## config.mk

```make
export PLATFORM = sky130hd
export DESIGN_NAME = div_reconstruct_flat
export DESIGN_NICKNAME = d
export VERILOG_FILES = /design/src/rtl/div_pkg.sv /design/src/rtl/div_reconstruct_if.sv /design/src/rtl/div_reconstruct.sv /design/src/flat_wrapper.sv
export SDC_FILE = /design/constraint.sdc
export NUM_CORES = 1
export LEC_CHECK = 0
export CAP_MARGIN = 0
export CORE_UTILIZATION = 51
export CTS_CLUSTER_DIAMETER = 50
export DETAILED_ROUTE_END_ITERATION = 8
export HOLD_SLACK_MARGIN = 0.15
export PLACE_DENSITY = 0.74
export REMOVE_ABC_BUFFERS = 1
export SLEW_MARGIN = 20
export SYNTH_ARGS = -nofsm -noshare
export SYNTH_HDL_FRONTEND = slang
export SYNTH_SLANG_ARGS = --single-unit
```

## constraint.sdc

```tcl
create_clock -name clk -period 2.6 [get_ports clk]
set_input_delay 0.52 -clock clk [delete_from_list [all_inputs] [get_ports clk]]
set_output_delay 0.52 -clock clk [all_outputs]
set_load 0.01 [all_outputs]
```

## src/rtl/div_pkg.sv

```systemverilog
// Shared definitions for the reconstructing divider check block:
// state encoding, default operand width and accumulator sizing.
package div_pkg;

    localparam int DEFAULT_W = 4;

    typedef enum logic [1:0] {
        IDLE,
        MUL,
        ADD,
        DONE
    } state_t;

    // Q*Y needs 2W bits; one more bit holds the sign once R is added.
    function automatic int acc_width(input int w);
        return 2 * w + 1;
    endfunction

endpackage

```

## src/rtl/div_reconstruct_if.sv

```systemverilog
// Operand/result handshake bundle for div_reconstruct.
// The master side supplies operands and consumes the reconstructed dividend.
interface div_reconstruct_if import div_pkg::*; #(
    parameter int W = DEFAULT_W
) ();

    logic         in_valid;
    logic         in_ready;
    logic [W-1:0] Q;
    logic [W-1:0] Y;
    logic [W:0]   R;
    logic         out_valid;
    logic         out_ready;
    logic [W-1:0] X;
    logic         ovf;

    modport master (
        output in_valid, Q, Y, R, out_ready,
        input  in_ready, out_valid, X, ovf
    );

    modport slave (
        input  in_valid, Q, Y, R, out_ready,
        output in_ready, out_valid, X, ovf
    );

endinterface

```

## src/rtl/div_reconstruct.sv

```systemverilog
// Rebuilds a dividend X = Q*Y + R from quotient, divisor and signed remainder
// using a serial shift-add multiply followed by one remainder add.
module div_reconstruct import div_pkg::*; #(
    parameter int W = DEFAULT_W
) (
    input  logic             clk,
    input  logic             rst_n,
    div_reconstruct_if.slave bus
);

    localparam int AW = acc_width(W);
    localparam int CW = (W > 1) ? $clog2(W) : 1;

    state_t        state;
    logic [W-1:0]  q_r;
    logic [W-1:0]  y_r;
    logic [W:0]    r_r;
    logic [AW-1:0] acc;
    logic [AW-1:0] partial;
    logic [AW-1:0] acc_sum;
    logic [CW-1:0] cnt;
    logic          in_ready_r;
    logic          out_valid_r;
    logic [W-1:0]  x_r;
    logic          ovf_r;

    // Partial product for the current quotient bit, and the final sum with R sign-extended.
    always_comb begin
        partial = '0;
        if (q_r[cnt]) begin
            partial = AW'(y_r) << cnt;
        end
        acc_sum = acc + {{(AW-W-1){r_r[W]}}, r_r};
    end

    always_ff @(posedge clk or negedge rst_n) begin
        if (!rst_n) begin
            state       <= IDLE;
            q_r         <= '0;
            y_r         <= '0;
            r_r         <= '0;
            acc         <= '0;
            cnt         <= '0;
            in_ready_r  <= 1'b0;
            out_valid_r <= 1'b0;
            x_r         <= '0;
            ovf_r       <= 1'b0;
        end else begin
            case (state)
                IDLE: begin
                    in_ready_r <= 1'b1;
                    if (bus.in_valid && in_ready_r) begin
                        q_r        <= bus.Q;
                        y_r        <= bus.Y;
                        r_r        <= bus.R;
                        acc        <= '0;
                        cnt        <= '0;
                        in_ready_r <= 1'b0;
                        state      <= MUL;
                    end
                end
                MUL: begin
                    acc <= acc + partial;
                    cnt <= cnt + CW'(1);
                    if (cnt == CW'(W-1)) begin
                        state <= ADD;
                    end
                end
                ADD: begin
                    acc         <= acc_sum;
                    x_r         <= acc_sum[W-1:0];
                    ovf_r       <= |acc_sum[AW-1:W];
                    out_valid_r <= 1'b1;
                    state       <= DONE;
                end
                DONE: begin
                    // Ready reasserts with the return to IDLE, so no back-to-back overlap is possible.
                    if (bus.out_ready) begin
                        out_valid_r <= 1'b0;
                        in_ready_r  <= 1'b1;
                        state       <= IDLE;
                    end
                end
                default: state <= IDLE;
            endcase
        end
    end

    assign bus.in_ready  = in_ready_r;
    assign bus.out_valid = out_valid_r;
    assign bus.X         = x_r;
    assign bus.ovf       = ovf_r;

endmodule

```

## src/flat_wrapper.sv

```systemverilog
// flat-port wrapper written by rule: the top's interface ports become plain ports
module div_reconstruct_flat import div_pkg::*;
#(
    parameter int W = DEFAULT_W
)
  (clk, rst_n, bus_in_valid, bus_Q, bus_Y, bus_R, bus_out_ready, bus_in_ready, bus_out_valid, bus_X, bus_ovf);
  div_reconstruct_if #(.W(W)) bus_i ();
  input  logic clk;
  input  logic rst_n;
  input wire logic [$bits(bus_i.in_valid)-1:0] bus_in_valid;
  input wire logic [$bits(bus_i.Q)-1:0] bus_Q;
  input wire logic [$bits(bus_i.Y)-1:0] bus_Y;
  input wire logic [$bits(bus_i.R)-1:0] bus_R;
  input wire logic [$bits(bus_i.out_ready)-1:0] bus_out_ready;
  output wire logic [$bits(bus_i.in_ready)-1:0] bus_in_ready;
  output wire logic [$bits(bus_i.out_valid)-1:0] bus_out_valid;
  output wire logic [$bits(bus_i.X)-1:0] bus_X;
  output wire logic [$bits(bus_i.ovf)-1:0] bus_ovf;
  assign bus_i.in_valid = bus_in_valid;
  assign bus_i.Q = bus_Q;
  assign bus_i.Y = bus_Y;
  assign bus_i.R = bus_R;
  assign bus_i.out_ready = bus_out_ready;
  assign bus_in_ready = bus_i.in_ready;
  assign bus_out_valid = bus_i.out_valid;
  assign bus_X = bus_i.X;
  assign bus_ovf = bus_i.ovf;
  div_reconstruct #(.W(W)) u_core (.clk(clk), .rst_n(rst_n), .bus(bus_i));
endmodule
```

==> flow_summary.json, run 1 <==
{
  "max-cap-violations": 0,
  "grt_pass1_wl_um": 7679,
  "cts_tree": "yes",
  "dp_hpwl_um": 3323,
  "worst_pin_slew_ns": 0.5285,
  "vias_per_cell": 5.724,
  "std_cell_rows": 23,
  "ys_ff_latch": 33,
  "antenna_found_initial": 0,
  "holdBufCountCts": 0,
  "ys_seq_area_share_pct": 37.56,
  "cts.sinks": 33,
  "synth_area_um2": 2198,
  "cts_root_buffer": "clkbuf_8",
  "path_class": "reg -> reg",
  "crit_top_cell": "o21ai_1",
  "drtPass1Iterations": 5,
  "syn_to_final_growth_pct": 20.49,
  "async_flop_share_pct": 100.0,
  "powerDensity_nw_per_um2": 1216,
  "drt-total-wl_um": 4509,
  "numCtsBuffers": 5,
  "drv_slew": 0,
  "synth.top_cell.area_share_pct": 37.56,
  "arrival_ns": 2.65,
  "fin_crit_sh_pct": 95.10,
  "start_kind": "flop",
  "synth_top_area_cell": "dfrtp_1",
  "muxShareOfSynthArea_pct": 10.13,
  "outcome": "finished, final reports clean",
  "ys_top_cells_by_count": "dfrtp_1 (33), ha_1 (21), nand2_1 (21)",
  "synthCells": 222,
  "chipWidth_um": 67.66,
  "drt-initial-drc-count": 75,
  "finalSetupViolations": 0,
  "synth_enable_flop_cells": 0,
  "synth-simple-area-share_pct": 13.15,
  "num_io_pins": 24,
  "synth_adder_area_share_pct": 13.77,
  "ir_drop_uv": 678.9,
  "grt_usage_pct": 23.05,
  "die_y_um": 67.66,
  "crit_required_ns": 2.78,
  "antenna_left": 0,
  "hold_path_class": "reg -> reg",
  "max_freq_ghz": 0.4044,
  "synthMostInstantiatedCell": "dfrtp_1",
  "start_util_pct": 54.18,
  "power_w": 0.003222,
  "instances_no_fill": 308,
  "clk_path_buf_depth": 2,
  "finalHoldViolCount": 0,
  "n_antenna_cell": 0,
  "nets": 297,
  "num_vias": 1763,
  "crit_path_cell_trace": "mux4_2, o211a_1, ha_1, nand3_1, o22ai_1, o22a_1, o21ai_1, a22oi_1, o21ai_1",
  "grt_max_degree": 34,
  "p_leak_nw": 1.251,
  "gp_congestion": 0.9132,
  "critPathMaxFanout": 5,
  "crit_path_end_kind": "flop",
  "clkTransAtPathRegs_ns": 0.07,
  "skew_ns": 0.008287,
  "clk_latency_ns": 0.29,
  "synth_top_family_by_area": "compound AO/OA/AOI/OAI gates",
  "wl_per_cell_um": 14.64,
  "synth_xor_area_share_pct": 4.326,
  "yosys.cell_types.count": 49,
  "crit_path_top_delay_cell": "mux4_2",
  "slew_headroom_pct": 64.77,
  "synth-compound-area-share_pct": 17.76,
  "pre_cts_ws_ns": 0.06013,
  "grt_overflow": 0,
  "dp.cells": 295,
  "ys.flop_type": "dfrtp_1",
  "setup_ws_ns": 0.1273,
  "syn_avg_cell_area_um2": 9.903,
  "die_area_um2": 4577,
  "synth_area_leaders": "dfrtp_1 (38%), ha_1 (12%), mux2_1 (5.1%)",
  "drc": 0,
  "placement.io_buffers": 23,
  "htreeDepth": 2,
  "synth.yosys.warnings": 0,
  "fillerInstances": 339,
  "fin_crit_ns": 2.473,
  "core-area_um2": 4058,
  "drive_above_1_share_pct": 12.40,
  "critPathMaxStageDelay_ns": 0.52,
  "grt_pass1_vias": 1693
}
-- layout make-up --
type	count	area (um^2)	share of cell area (%)
flip-flops and latches	33	828.3	31.27
clock inverters	1	5.005	0.1889
inverters	13	48.80	1.842
multi-input cells	172	1313	49.55
repair buffers	32	295.3	11.15
well taps	50	62.56	2.362
clock buffers	7	96.34	3.637
-- repair_timing --
action | in CTS | in global routing
resized for setup | 0 | 5
endpoints found under the setup margin | 0 | 3
buffers inserted | 0 | 5
-- report_power, final --
group	switching, W	internal, W
combinational	0.000955	0.000847
sequential	0.000234	0.000757
clock	0.000190	0.000239
total	0.00138	0.00184
-- stage by stage --
stage | area (um^2) | utilization, % | hold slack [ns] | TNS, ns
after global routing | 2649 | 65.28 | 0.5260 | -0.03923
after floorplan | 2175 | - | 0.2244 | 0
after detailed placement | 2497 | 61.55 | 0.4904 | 0
final | 2649 | 65.28 | 0.5106 | 0
after global placement | 2497 | 61.55 | 0.4857 | 0
after CTS | 2599 | 64.05 | 0.5103 | 0
-- registers in the layout, indices dropped and copies added, names as in the netlist --
signal                flops
u_core.bus.X              4
u_core.state              2
u_core.cnt                2
u_core.y_r                4
u_core.bus.out_valid      1
u_core.r_r                5
u_core.acc                9
u_core.q_r                4
u_core.bus.ovf            1
u_core.bus.in_ready       1
-- kinds of logic after synthesis --
logic type                 count (synthesis)
adders and majority gates                 23
AOI/OAI and AO/OA                         61
DFF                                       33
and+or+nand+nor                           59
xor gates and xnor gates                  10
muxes                                     19
buffers and inverters                     17
-- critical path, delay by kind of cell, from the launching register on --
kind / cells / cell delay [ns]
mux: 1 / 0.52
simple gates: 1 / 0.11
compound gates: 6 / 0.94
fa+ha+maj: 1 / 0.38
flops: 1 / 0.40
-- path summary, 6_finish.rpt --
| path | from | slack (ns) | depth (start not counted) | end |
|---|---|---|---|---|
| worst max-delay path | u_core.cnt[0] | 0.13 | 9 | u_core.acc[7] |
| worst min register to register | u_core.r_r[0] | 0.51 | 1 | u_core.r_r[0] |
| worst max register to register | u_core.cnt[0] | 0.13 | 9 | u_core.acc[7] |
| min in group asynchronous | rst_n | 0.63 | 2 | u_core.bus.X[3] |
| worst min-delay path | u_core.r_r[0] | 0.51 | 1 | u_core.r_r[0] |
| max in group asynchronous | rst_n | 1.64 | 2 | u_core.cnt[0] |
-- routing by layer --
layer | vias to the layer above | share of wire (%) | GRT usage, %
li1 | 872 | - | -
met1 | 830 | 45 | 28.96
met2 | 52 | 48 | 37.50
met3 | 9 | 5.0 | 5.912
met4 | 0 | 2.3 | 9.043
met5 | - | 0 | 0
-- placed cells by master (no fill, tap or decap), types with 2 or more instances in the layout --
master            n
dfrtp_1          31
clkdlybuf4s50_1  23
nand2_1          21
ha_1             21
o21ai_0          16
inv_1            13
nor2_1           12
mux2_1           10
a21oi_1           8
buf_4             8
o21ai_1           7
clkbuf_8          7
nand3_1           6
mux2_2            6
xor2_1            5
a21o_1            4
and2_1            4
nand2b_1          4
xnor2_1           4
nand3b_1          3
o21a_1            3
o22ai_1           3
a22oi_1           3
mux2i_1           2
a211oi_1          2
or3_1             2
fa_1              2
dfrtp_2           2
Note: power is estimated with default switching activity, not from simulation.
==> run 2: changes to the inputs <==
- CORE_MARGIN: unset -> 2
==> flow_summary.json, run 2 (synthesized netlist as in run 1, its figures left out) <==
{
  "finalHoldViolCount": 0,
  "stdcell_area_um2": 2610,
  "reg_top3": "u_core.acc: 9 flops, u_core.r_r: 5 flops",
  "ir_drop_uv": 622.3,
  "numCtsBuffers": 5,
  "std_cell_rows": 23,
  "pre_cts_ws_ns": 0.08695,
  "max-cap-violations": 0,
  "arrival_ns": 2.66,
  "critPathMaxFanout": 6,
  "placed_area_um2": 2505,
  "drt-initial-drc-count": 60,
  "gp_congestion": 0.8618,
  "drv_slew": 0,
  "nets": 295,
  "hp-start": "u_core.r_r[0]",
  "drc": 0,
  "hold_depth": 1,
  "powerDensity_nw_per_um2": 1208,
  "dp_hpwl_um": 3341,
  "num_vias": 1705,
  "fin_crit_ns": 2.486,
  "outcome": "finished, final reports clean",
  "skew_ns": 0.005937,
  "rsz0062_at_grt": "no",
  "finalSetupViolations": 0,
  "cts_root_buffer": "clkbuf_8",
  "vias_per_cell": 5.590,
  "placement.io_buffers": 23,
  "fin_tns_setup_ns": 0,
  "cts_tree": "yes",
  "min_to": "u_core.r_r[0]",
  "final_common_cell": "dfrtp_1",
  "mostFrequentLayoutCells": "dfrtp_1 (31), clkdlybuf4s50_1 (23), nand2_1 (21), ha_1 (21), o21ai_0 (16)",
  "rrSetupSlack_ns": 0.11,
  "setup_ws_ns": 0.1136,
  "instances_no_fill": 305,
  "start_util_pct": 53.80,
  "grt_pass1_wl_um": 7872,
  "drt-total-wl_um": 4405,
  "worstReg2RegEnd": "u_core.acc[7]",
  "syn_to_final_growth_pct": 18.72,
  "drive_above_1_share_pct": 10.20,
  "largest_reg_flops": 9,
  "core-area_um2": 4086,
  "worst_pin_slew_ns": 0.5340,
  "clk_path_buf_depth": 2,
  "path_class": "reg -> reg",
  "clk_latency_ns": 0.29,
  "grt_usage_pct": 20.29,
  "grt_overflow": 0,
  "fillerInstances": 362,
  "start_kind": "flop",
  "drtPass1Iterations": 4,
  "htreeDepth": 2,
  "antenna_left": 0,
  "dp.cells": 296,
  "max_freq_ghz": 0.4022,
  "cts.sinks": 33,
  "holdBufCountCts": 0,
  "fin_crit_sh_pct": 95.63,
  "clkTransAtPathRegs_ns": 0.07,
  "n_antenna_cell": 0,
  "crit_required_ns": 2.77,
  "p_leak_nw": 1.228,
  "grt_pass1_vias": 1691,
  "r2r-start": "u_core.cnt[0]",
  "num_io_pins": 24,
  "die_area_um2": 4852,
  "grt_max_degree": 34,
  "wl_per_cell_um": 14.44,
  "crit_path_end_kind": "flop",
  "chipWidth_um": 69.66,
  "reg2reg_depth": 9,
  "hold_path_class": "reg -> reg",
  "regMostFlops": "u_core.acc",
  "slew_headroom_pct": 64.40,
  "die_y_um": 69.66,
  "antenna_found_initial": 0
}
## run 2: changes by cell type in the layout (fill, tap and decap cells not counted)
cell / change
o21ai_2: -1
nor3_1: +1
clkinv_2: -1
o21ai_1: +1
clkbuf_8: -1
nor3_2: -1
clkbuf_1: +1
buf_4: -2
## run 2: through the flow
step	hold WS, ns	util [%]	total power (W)
global placement	0.4858	61.30	0.002697
floorplan	0.2244	-	0.002220
finish	0.5017	63.87	0.003153
CTS	0.5086	63.41	0.003164
global route	0.5278	63.87	0.003476
detailed placement	0.4941	61.30	0.002754
## run 2: cell type report
type                    instances  area (um^2)  area share, %
clock buffers                   7        86.33          3.308
inverters                      13        48.80          1.870
multi-input cells             172         1304          49.95
flip-flops and latches         33        828.3          31.74
well taps                      50        62.56          2.397
repair buffers                 30        280.3          10.74
## run 2: how the worst max path moves through the flow
stage	start	end	slack, ns	cells past startpoint
CTS	u_core.cnt[1]	u_core.acc[7]	0.05	11
global route	u_core.cnt[0]	u_core.acc[8]	0.007	9
floorplan	u_core.cnt[0]	u_core.acc[8]	0.13	9
global placement	u_core.cnt[1]	u_core.acc[7]	0.16	11
detailed placement	u_core.cnt[1]	u_core.acc[7]	0.09	11
finish	u_core.cnt[0]	u_core.acc[7]	0.11	9
## run 2: timing repair
item / CTS / global route
setup endpoints to repair: 0 / 3
hold endpoints to repair: 0 / 0
resized for setup: 0 / 3
buffers inserted: 0 / 2
## run 2: worst max-delay path, stage by stage (launching register included)
cell and delay, ns:
dfrtp_2 0.41, mux4_2 0.52, o211a_1 0.14, ha_1 0.37, nand3_1 0.10, o22ai_1 0.24
o22a_1 0.22, o21ai_1 0.07, a22oi_1 0.21, o21ai_1 0.10
## run 2: report_power, final
| group | switching [W] | internal (W) |
|---|---|---|
| sequential | 0.000232 | 0.000758 |
| combinational | 0.000938 | 0.000835 |
| clock | 0.000181 | 0.000210 |
| total | 0.00135 | 0.00180 |
## run 2: routing by layer
layer,part of all wire [%],track usage (%)
met1,47,26.85
met2,47,32.80
met4,1.5,7.265
met3,4.3,4.506
met5,0,0
==> run 3: changes to the inputs <==
- CORE_ASPECT_RATIO: unset -> 0.6
==> flow_summary.json, run 3 (synthesized netlist as in run 1, its figures left out) <==
{
  "outcome": "finished, final reports clean",
  "start_kind": "flop",
  "hold_slack_ns": 0.5117,
  "gp_congestion": 0.8080,
  "drive_above_1_share_pct": 9.127,
  "nets": 292,
  "dp.cells": 305,
  "antenna_found_initial": 0,
  "largest_reg_flops": 9,
  "mostFrequentLayoutCells": "dfrtp_1 (32), clkdlybuf4s50_1 (23), nand2_1 (21), ha_1 (21), o21ai_0 (16)",
  "fillerInstances": 342,
  "grt_overflow": 0,
  "p_leak_nw": 1.218,
  "core-area_um2": 4121,
  "start_util_pct": 53.34,
  "finalHoldViolCount": 0,
  "regMostFlops": "u_core.acc",
  "power_w": 0.003172,
  "reg_top3": "u_core.acc: 9 flops, u_core.r_r: 5 flops",
  "cts.sinks": 33,
  "antenna_left": 0,
  "drt-initial-drc-count": 99,
  "die_y_um": 54.86,
  "cts_root_buffer": "clkbuf_8",
  "path_class": "reg -> reg",
  "vias_per_cell": 5.410,
  "htreeDepth": 2,
  "final_common_cell": "dfrtp_1",
  "syn_to_final_growth_pct": 18.67,
  "clkTransAtPathRegs_ns": 0.07,
  "num_vias": 1688,
  "pre_cts_ws_ns": 0.09006,
  "finalSetupViolations": 0,
  "fin_tns_setup_ns": 0,
  "numCtsBuffers": 5,
  "ir_drop_uv": 507.7,
  "num_io_pins": 24,
  "max_freq_ghz": 0.4080,
  "drc": 0,
  "multi_input_area_um2": 1311,
  "chipWidth_um": 88.76,
  "arrival_ns": 2.63,
  "die_area_um2": 4869,
  "powerDensity_nw_per_um2": 1216,
  "worst_pin_slew_ns": 0.5036,
  "crit_required_ns": 2.78,
  "placement.io_buffers": 23,
  "grt_pass1_vias": 1543,
  "fin_crit_sh_pct": 94.27,
  "n_antenna_cell": 0,
  "instances_no_fill": 312,
  "critPathMaxFanout": 15,
  "clk_path_buf_depth": 2,
  "rsz0062_at_grt": "no",
  "max-cap-violations": 0,
  "crit_path_end_kind": "flop",
  "fin_crit_ns": 2.451,
  "skew_ns": 0.005591,
  "drv_slew": 0,
  "regArea_um2": 827.0,
  "clk_latency_ns": 0.29,
  "drtPass1Iterations": 4,
  "dp_hpwl_um": 3601,
  "grt_pass1_wl_um": 7555,
  "setup_ws_ns": 0.1491,
  "slew_headroom_pct": 66.43,
  "std_cell_rows": 18,
  "wl_per_cell_um": 14.91,
  "cts_tree": "yes",
  "grt_usage_pct": 21.69,
  "grt_max_degree": 34,
  "holdBufCountCts": 0,
  "hold_path_class": "reg -> reg",
  "drt-total-wl_um": 4652
}
-- run 3: final timing paths --
kind                               startpoint            end  slack (ns)  cells past startpoint
max in group asynchronous               rst_n  u_core.cnt[1]        1.62                      2
worst min register to register  u_core.r_r[3]  u_core.r_r[3]        0.51                      1
worst max-delay path            u_core.cnt[0]  u_core.acc[8]        0.15                     11
min in group asynchronous               rst_n  u_core.r_r[2]        0.64                      2
worst min-delay path            u_core.r_r[3]  u_core.r_r[3]        0.51                      1
worst max register to register  u_core.cnt[0]  u_core.acc[8]        0.15                     11
-- run 3: worst max-delay path, cell delays in order, from the launching register on --
cell and delay (ns):
dfrtp_1 0.40, buf_4 0.19, nor3_2 0.22, ha_1 0.21
inv_1 0.06, fa_1 0.37, nand2b_1 0.20, a21oi_1 0.23
o31a_1 0.18, o21ai_1 0.08, mux2i_1 0.15, nand2_1 0.06
-- run 3: repair_timing --
item	CTS	global route
hold endpoints to repair	0	0
setup buffers	0	0
setup endpoints to repair	0	3
resized for setup	0	3
-- run 3: power by group --
group	internal (W)	switching, W
Sequential	0.000757	0.000255
Clock	0.000210	0.000179
Combinational	0.000828	0.000944
-- run 3: area by class of cell --
type	count	share of cell area, %
multi-input cells	172	50.26
well taps	60	2.878
inverters	13	1.871
flip-flops and latches	33	31.70
clock buffers	7	3.309
repair buffers	27	9.976
-- run 3: metal layers --
metal / share of wire (%) / routed length (um) / global-route usage, % / up-vias
met2: 40 / 1850 / 30.60 / 34
met1: 54 / 2526 / 32.65 / 788
met3: 4.9 / 226 / 5.430 / 6
met4: 1.1 / 49 / 6.061 / 0
li1: - / - / - / 860
met5: 0 / 0 / 0 / -
-- run 3: metrics by stage --
step / utilization, % / cell area [um^2]
global route: 63.30 / 2609
CTS: 62.99 / 2596
finish: 63.30 / 2609
global placement: 60.90 / 2510
detailed placement: 60.90 / 2510
floorplan: - / 2175
